<file path="src/rtl/audio_axis_pkg.sv">
// Shared types and constants for the stereo AXI-Stream audio path.
package audio_axis_pkg;

    typedef enum logic [1:0] {
        IDLE = 2'd0,
        WAIT = 2'd1,
        OUT  = 2'd2,
        MUTE = 2'd3
    } state_e;

    localparam int DESYNC_CNT_W = 8;

    // Sliced down to the sample width at the point of use.
    localparam logic [63:0] ZERO_SAMPLE = 64'd0;

endpackage

</file>
<file path="src/rtl/axis_hold_reg.sv">
// One-entry per-channel sample holder: captures on i_load, empties on i_clr (clear wins).
// Contents visible on o_* the cycle after capture; no flow control of its own.
module axis_hold_reg #(
    parameter int DATA_WIDTH = 24
) (
    input  logic                  clk,
    input  logic                  rst,
    input  logic                  i_load,
    input  logic                  i_clr,
    input  logic [DATA_WIDTH-1:0] i_dat,
    input  logic                  i_user,
    output logic                  o_vld,
    output logic [DATA_WIDTH-1:0] o_dat,
    output logic                  o_user
);

    logic                  r_vld;
    logic                  r_user;
    logic [DATA_WIDTH-1:0] r_dat;

    always_ff @(posedge clk or posedge rst) begin
        if (rst) begin
            r_vld  <= 1'b0;
            r_user <= 1'b0;
            r_dat  <= '0;
        end else if (i_clr) begin
            r_vld <= 1'b0;
        end else if (i_load) begin
            r_vld  <= 1'b1;
            r_dat  <= i_dat;
            r_user <= i_user;
        end
    end

    assign o_vld  = r_vld;
    assign o_dat  = r_dat;
    assign o_user = r_user;

endmodule

</file>
<file path="src/rtl/axis_stereo_aligner.sv">
// Pairs one left and one right sample into a lock-step stereo frame for the DAC pair.
// Frame valid one cycle after the second sample lands; s_tready stays low while a frame drains.
module axis_stereo_aligner
    import audio_axis_pkg::*;
#(
    parameter int DATA_WIDTH   = 24,
    parameter int SKEW_TIMEOUT = 64,
    parameter int IDLE_TIMEOUT = 4096
) (
    input  logic                    clk,
    input  logic                    rst,
    input  logic                    enable,
    input  logic [DATA_WIDTH-1:0]   s_axis_tdata_l,
    input  logic [DATA_WIDTH-1:0]   s_axis_tdata_r,
    input  logic                    s_axis_tvalid_l,
    input  logic                    s_axis_tvalid_r,
    output logic                    s_axis_tready_l,
    output logic                    s_axis_tready_r,
    input  logic                    s_axis_tuser_l,
    input  logic                    s_axis_tuser_r,
    output logic [DATA_WIDTH-1:0]   m_axis_tdata_l,
    output logic [DATA_WIDTH-1:0]   m_axis_tdata_r,
    output logic                    m_axis_tvalid_l,
    output logic                    m_axis_tvalid_r,
    input  logic                    m_axis_tready_l,
    input  logic                    m_axis_tready_r,
    output logic                    m_axis_tuser_l,
    output logic                    m_axis_tuser_r,
    output logic                    underrun,
    output logic [DESYNC_CNT_W-1:0] desync_count
);

    localparam int SW = (SKEW_TIMEOUT > 1) ? $clog2(SKEW_TIMEOUT) : 1;
    localparam int IW = (IDLE_TIMEOUT > 1) ? $clog2(IDLE_TIMEOUT) : 1;
    localparam logic [SW-1:0] SKEW_LAST = SW'(SKEW_TIMEOUT - 1);
    localparam logic [IW-1:0] IDLE_LAST = IW'(IDLE_TIMEOUT - 1);

    state_e                  r_state;
    logic                    r_started;
    logic                    r_underrun;
    logic [SW-1:0]           r_skew;
    logic [IW-1:0]           r_idle;
    logic [DESYNC_CNT_W-1:0] r_desync;
    logic                    r_mvld_l, r_mvld_r;
    logic                    r_muser_l, r_muser_r;
    logic [DATA_WIDTH-1:0]   r_mdat_l, r_mdat_r;

    logic                  w_hold_vld_l, w_hold_vld_r;
    logic                  w_hold_user_l, w_hold_user_r;
    logic [DATA_WIDTH-1:0] w_hold_dat_l, w_hold_dat_r;
    logic                  w_rdy_l, w_rdy_r, w_acc_l, w_acc_r, w_hs_l, w_hs_r;
    logic                  w_pair, w_drop, w_clr, w_mute_go;
    logic                  w_skew_exp, w_idle_exp, w_out_done;

    assign w_rdy_l    = enable & r_started & ~w_hold_vld_l & (r_state != OUT);
    assign w_rdy_r    = enable & r_started & ~w_hold_vld_r & (r_state != OUT);
    assign w_acc_l    = s_axis_tvalid_l & w_rdy_l;
    assign w_acc_r    = s_axis_tvalid_r & w_rdy_r;
    assign w_hs_l     = r_mvld_l & m_axis_tready_l;
    assign w_hs_r     = r_mvld_r & m_axis_tready_r;
    assign w_skew_exp = (r_skew == SKEW_LAST);
    assign w_idle_exp = (r_idle == IDLE_LAST);
    assign w_out_done = (~r_mvld_l | w_hs_l) & (~r_mvld_r | w_hs_r);

    // A partner arriving on the timeout cycle still completes the frame.
    assign w_pair    = (w_acc_l | w_hold_vld_l) & (w_acc_r | w_hold_vld_r) & (w_acc_l | w_acc_r);
    assign w_drop    = (r_state == WAIT) & enable & ~w_pair & (w_skew_exp | w_idle_exp);
    assign w_clr     = w_pair | w_drop | ~enable;
    assign w_mute_go = enable & ~w_pair & w_idle_exp &
                       (((r_state == IDLE) & ~w_acc_l & ~w_acc_r) | (r_state == WAIT));

    axis_hold_reg #(.DATA_WIDTH(DATA_WIDTH)) u_hold_l (
        .clk    (clk),
        .rst    (rst),
        .i_load (w_acc_l & ~w_pair),
        .i_clr  (w_clr),
        .i_dat  (s_axis_tdata_l),
        .i_user (s_axis_tuser_l),
        .o_vld  (w_hold_vld_l),
        .o_dat  (w_hold_dat_l),
        .o_user (w_hold_user_l)
    );

    axis_hold_reg #(.DATA_WIDTH(DATA_WIDTH)) u_hold_r (
        .clk    (clk),
        .rst    (rst),
        .i_load (w_acc_r & ~w_pair),
        .i_clr  (w_clr),
        .i_dat  (s_axis_tdata_r),
        .i_user (s_axis_tuser_r),
        .o_vld  (w_hold_vld_r),
        .o_dat  (w_hold_dat_r),
        .o_user (w_hold_user_r)
    );

    always_ff @(posedge clk or posedge rst) begin
        if (rst) begin
            r_state    <= IDLE;
            r_started  <= 1'b0;
            r_underrun <= 1'b0;
            r_skew     <= '0;
            r_idle     <= '0;
            r_desync   <= '0;
            r_mvld_l   <= 1'b0;
            r_mvld_r   <= 1'b0;
            r_muser_l  <= 1'b0;
            r_muser_r  <= 1'b0;
            r_mdat_l   <= '0;
            r_mdat_r   <= '0;
        end else begin
            r_started <= 1'b1;
            if (w_hs_l) r_mvld_l <= 1'b0;
            if (w_hs_r) r_mvld_r <= 1'b0;
            if (!w_idle_exp) r_idle <= r_idle + 1'b1;

            if (w_pair) begin
                r_state    <= OUT;
                r_idle     <= '0;
                r_underrun <= 1'b0;
                r_mvld_l   <= 1'b1;
                r_mvld_r   <= 1'b1;
                r_mdat_l   <= w_hold_vld_l ? w_hold_dat_l  : s_axis_tdata_l;
                r_muser_l  <= w_hold_vld_l ? w_hold_user_l : s_axis_tuser_l;
                r_mdat_r   <= w_hold_vld_r ? w_hold_dat_r  : s_axis_tdata_r;
                r_muser_r  <= w_hold_vld_r ? w_hold_user_r : s_axis_tuser_r;
            end else begin
                case (r_state)
                    IDLE, MUTE: begin
                        if (!enable) begin
                            r_state <= IDLE;
                        end else if (w_acc_l | w_acc_r) begin
                            r_state <= WAIT;
                            r_skew  <= '0;
                            if (w_idle_exp && r_state == IDLE) r_idle <= '0;
                        end
                    end
                    WAIT: begin
                        if (!enable) begin
                            r_state <= IDLE;
                        end else if (w_drop) begin
                            r_state <= IDLE;
                            if (r_desync != '1) r_desync <= r_desync + 1'b1;
                        end else begin
                            r_skew <= r_skew + 1'b1;
                        end
                    end
                    OUT: begin
                        if (w_out_done) r_state <= IDLE;
                    end
                    default: r_state <= IDLE;
                endcase

                // Only the first expiry of an underrun emits a zero frame.
                if (w_mute_go) begin
                    r_state <= MUTE;
                    if (!r_underrun) begin
                        r_underrun <= 1'b1;
                        r_mvld_l   <= 1'b1;
                        r_mvld_r   <= 1'b1;
                        r_mdat_l   <= ZERO_SAMPLE[DATA_WIDTH-1:0];
                        r_mdat_r   <= ZERO_SAMPLE[DATA_WIDTH-1:0];
                        r_muser_l  <= 1'b0;
                        r_muser_r  <= 1'b0;
                    end
                end
            end
        end
    end

    assign s_axis_tready_l = w_rdy_l;
    assign s_axis_tready_r = w_rdy_r;
    assign m_axis_tdata_l  = r_mdat_l;
    assign m_axis_tdata_r  = r_mdat_r;
    assign m_axis_tvalid_l = r_mvld_l;
    assign m_axis_tvalid_r = r_mvld_r;
    assign m_axis_tuser_l  = r_muser_l;
    assign m_axis_tuser_r  = r_muser_r;
    assign underrun        = r_underrun;
    assign desync_count    = r_desync;

endmodule

</file>
<file path="config.mk">
export PLATFORM = sky130hd
export DESIGN_NAME = axis_stereo_aligner
export DESIGN_NICKNAME = d
export VERILOG_FILES = /design/src/rtl/audio_axis_pkg.sv /design/src/rtl/axis_hold_reg.sv /design/src/rtl/axis_stereo_aligner.sv
export SDC_FILE = /design/constraint.sdc
export NUM_CORES = 1
export LEC_CHECK = 0
export CORE_MARGIN = 2
export CORE_UTILIZATION = 30
export CTS_BUF_LIST = sky130_fd_sc_hd__clkbuf_8
export DETAILED_ROUTE_END_ITERATION = 8
export GPL_TIMING_DRIVEN = 1
export PLACE_DENSITY = 0.64
export SLEW_MARGIN = 10
export SYNTH_ARGS = -nofsm -noshare
export SYNTH_HDL_FRONTEND = slang
export SYNTH_SLANG_ARGS = --single-unit
</file>
<file path="constraint.sdc">
create_clock -name clk -period 4.7 [get_ports clk]
set_clock_uncertainty 0.05 [all_clocks]
set_input_delay 1.175 -clock clk [delete_from_list [all_inputs] [get_ports clk]]
set_output_delay 1.175 -clock clk [all_outputs]
set_load 0.02 [all_outputs]
</file>
==> impl_summary.log, run 1 <==
INFO  metric pre_cts_slack = approximately 0.65 ns
INFO  metric cp.buffers_inverters = 2
INFO  metric post-route-drc-count = 0
INFO  metric timing.max_cap.violations = 0
INFO  metric worst_hold_path.num_cells = 1
INFO  metric synth_enable_flop_cells = 0
INFO  metric hold_violations = 0
INFO  metric n_antenna_cell = 0
INFO  metric crit_slowest_cell = sky130_fd_sc_hd__clkdlybuf4s50_1
INFO  metric static_leakage = between 0.003 and 0.004 uW
INFO  metric first_global_vias = 4617
INFO  metric synth.cell_area = 6210 sq um
INFO  metric final.setup.worst_slack = between 0.6 and 0.7 ns
INFO  metric synth_top_cells_by_count = sky130_fd_sc_hd__dfrtp_1 (134), sky130_fd_sc_hd__nand2_1 (66), sky130_fd_sc_hd__o22ai_1 (51)
INFO  metric die-width = 148 um
INFO  metric ys_async_sr_fraction = 1.00
INFO  metric critPathArrivalTime = 2.80 ns
INFO  metric dp.final_hpwl = 9440 um
INFO  metric holdBufCountCts = 0
INFO  metric die-height = between 100 and 150 um
INFO  metric critPathMaxFanout = 6
INFO  metric maxSlewViolCount = 0
INFO  metric drive_above_1_share = 0.153
INFO  metric timing.final.crit_share = 0.856
INFO  metric synth_mux_area_frac = 0.176
INFO  metric ctsLongestPathBuffers = 2
INFO  metric reg2reg_setup_slack = 1.91 ns
INFO  metric place.gp.congestion = between 0.7 and 0.8
INFO  metric syn_to_final_growth = 28.9%
INFO  metric ctsHtreeMaxLevel = 4
INFO  metric rsz0062_at_grt = false
INFO  metric number_of_distinct_standard_cells_referenced_by_the_synthesized_netlist = between 50 and 60
INFO  metric synthTopCellsByArea = sky130_fd_sc_hd__dfrtp_1 (54%), sky130_fd_sc_hd__mux2i_1 (8.1%), sky130_fd_sc_hd__mux2_2 (6.3%)
INFO  metric placement.io_buffers = approximately 120
INFO  metric postCtsResizedCells = 0
INFO  metric r2r.worst_path.cells = 5
INFO  metric number_of_antenna_violations_at_the_first_check_in_global_routing = 0
INFO  metric post-cts-setup-buffer-count = 0
INFO  metric clk_transition_reported_paths = 0.08 ns
INFO  metric timing_worst_setup_path_type = in -> out
INFO  metric worst_skew_pair.late_latency = 0.44 ns
INFO  metric timing.slew.headroom = 0.346
INFO  metric synth-adder-area-share = 0.0121
INFO  metric cts_tree = built
INFO  metric cell_with_the_most_instances_after_synthesis = sky130_fd_sc_hd__dfrtp_1
INFO  metric vdd_drop_max = 0.207 mV
INFO  metric grt_max_degree = 73
INFO  metric yosys_register_bits = around 130
INFO  metric yosys_warnings = 0
INFO  metric core_region_area = 20300 sq um
INFO  metric grt_resource_usage_total = 0.140
INFO  metric grt_remaining_overflow = 0
INFO  metric fin_setup_tns = 0 ns
INFO  metric ports = 120
INFO  metric cts_buf_count = 17
INFO  metric fin_crit = 4.03 ns
INFO  metric cpPeakStageDelay = 0.65 ns
INFO  metric detailroute.via_count = 4464
INFO  metric average_via_count_per_standard_cell = 4.87
INFO  metric critical_path.top_delay_family = buffers and inverters
INFO  metric cp_common_cell = sky130_fd_sc_hd__clkdlybuf4s50_1
INFO  metric synth-xor-area-share = 0.0183
INFO  metric synth-simple-area-share = 0.112
INFO  metric startpoint_of_the_lowest_slack_register_to_register_path = u_hold_l.o_vld
INFO  metric synth_largest_area_cell = sky130_fd_sc_hd__dfrtp_1
INFO  metric clock_tree.root_cell = sky130_fd_sc_hd__clkbuf_8
INFO  metric whs_endpoint = desync_count[7]
INFO  metric clock-sinks = 134
INFO  metric violation_count_after_the_first_detailed_route_iteration = 119
INFO  metric antenna_left = 0
INFO  metric finalNetCount = 696
INFO  metric std_cell_rows = 52
INFO  metric ordered_list_of_cells_on_the_worst_path = clkdlybuf4s50_1 > nand2_2 > nor2_1 > clkdlybuf4s50_1
INFO  metric worst_setup_path_start_kind = input port
INFO  metric tritonroute_pass_1_iters = 4
INFO  metric kind_of_end_point_of_the_critical_path = output pin
INFO  metric worstReg2RegEnd = m_axis_tdata_l[11]
INFO  metric synth_top_family_by_area = multiplexers
INFO  metric synth_fp_nets = 581
INFO  metric synthFlopType = sky130_fd_sc_hd__dfrtp_1
INFO  metric synth_compound_gate_area_share = 0.106
INFO  metric fmax = 248 MHz
INFO  metric synthesis.instances = 518
INFO  metric syn_area_per_cell = 12.0 sq um
INFO  metric power.density = 442 nW/um^2
INFO  metric start_util = 0.306
INFO  metric worstHoldPathType = reg -> reg
INFO  metric wire_length_of_the_first_global_routing_pass = 24300 um
INFO  metric timing_worst_slew_pin_value = 0.981 ns
INFO  metric outcome = finished clean
INFO  metric hold_path_startpoint = desync_count[7]
INFO  metric drt_wl_total = 14600 um
INFO  metric timing.critical_path.required = ~3.5 ns
INFO  metric dieArea = about 22000 sq um
INFO  metric synth.yosys.seq_area_share = 0.540
INFO  metric post-synth-top-area-fraction = 0.540
INFO  metric setup_viol = 0
INFO  metric detail_route.wl_per_cell = 16.0 um
==> flip-flops by register name, summed over array words and instances (netlist names), 2 cells and up <==
| signal | cells |
|---|---|
| desync_count | 8 |
| r_skew | 6 |
| u_hold_l.o_dat | 24 |
| m_axis_tdata_r | 24 |
| m_axis_tdata_l | 24 |
| r_state | 2 |
| u_hold_r.o_dat | 24 |
| r_idle | 12 |
==> placed cells by master, fill, tap and decap left out, types with 10 or more instances in the layout <==
master                            instances
sky130_fd_sc_hd__mux2_1                  11
sky130_fd_sc_hd__clkbuf_8                17
sky130_fd_sc_hd__nor2_1                  15
sky130_fd_sc_hd__mux2_2                  35
sky130_fd_sc_hd__clkdlybuf4s50_1        119
sky130_fd_sc_hd__o22ai_1                 51
sky130_fd_sc_hd__a21oi_1                 13
sky130_fd_sc_hd__xnor2_1                 10
sky130_fd_sc_hd__nand2_1                 66
sky130_fd_sc_hd__mux2i_1                 50
sky130_fd_sc_hd__dfrtp_1                132
==> power by group <==
part / leakage (uW) / internal [uW] / switching, uW
clock network: 0.000189 / 473 / 485
logic: 0.00143 / 495 / 459
registers: 0.00168 / 1450 / 183
total: 0.00331 / 2420 / 1130
==> cells by family (layout without fill, tap and decap cells) <==
kind of cell,Yosys count,count (layout)
AOI/OAI and AO/OA,99,99
xor gates and xnor gates,13,13
adders and majority gates,6,6
buffers and inverters,37,165
DFF,134,134
muxes,101,101
other,1,1
and+or+nand+nor,127,127
==> layer usage <==
layer / track usage / up-vias / share of wire
met2: 0.227 / 89 / 0.48
li1: - / 2117 / -
met4: 0.0371 / 0 / 0.0077
met3: 0.0515 / 9 / 0.060
met5: 0 / - / 0
met1: 0.179 / 2249 / 0.46
==> worst max-delay path by stage <==
stage          startpoint         endpoint  slack, ns  depth (start not counted)
3_3_place_gp       enable  s_axis_tready_l       0.67                          4
6_report           enable  s_axis_tready_l       0.67                          4
3_5_place_dp       enable  s_axis_tready_l       0.65                          4
4_1_cts            enable  s_axis_tready_l       0.64                          4
5_1_grt            enable  s_axis_tready_l       0.58                          4
2_1_floorplan         rst  desync_count[0]       1.81                          1
==> cell type report <==
class / count / area, sq um
Clock buffer: 17 / 234
Clock inverter: 15 / 154
Fill cell: 1999 / 12300
Inverter: 7 / 30.0
Multi-Input combinational cell: 347 / 2660
Sequential cell: 134 / 3360
Tap cell: 270 / 338
Timing Repair Buffer: 126 / 1240
==> worst reg2reg max path, delay by kind of cell (launching register included) <==
kind | cells | cell delay [ns]
and+or+nand+nor | 2 | 0.35
AOI/OAI and AO/OA | 2 | 0.79
buffers and inverters | 1 | 0.50
DFF | 1 | 1.00
==> metrics by stage <==
step                      std cells  hold slack, ns  utilization  instance area [sq um]  total power, uW
after floorplan                 518           0.414            -                   6220             2180
after global placement          884           0.423        0.375                   7620             2590
after detailed placement        884           0.431        0.375                   7620             2610
after CTS                       916           0.449        0.395                   8010             3600
after global routing            916           0.468        0.395                   8010             3770
final                           916           0.444        0.395                   8010             3540
No activity file was read; power rests on OpenSTA's default activity.
==> run 2, diff against run 1 <==
HOLD_SLACK_MARGIN = 0.02   (was unset)
==> results of run 2 <==
No change in the layout: final DEF, timing and power equal those of run 1.
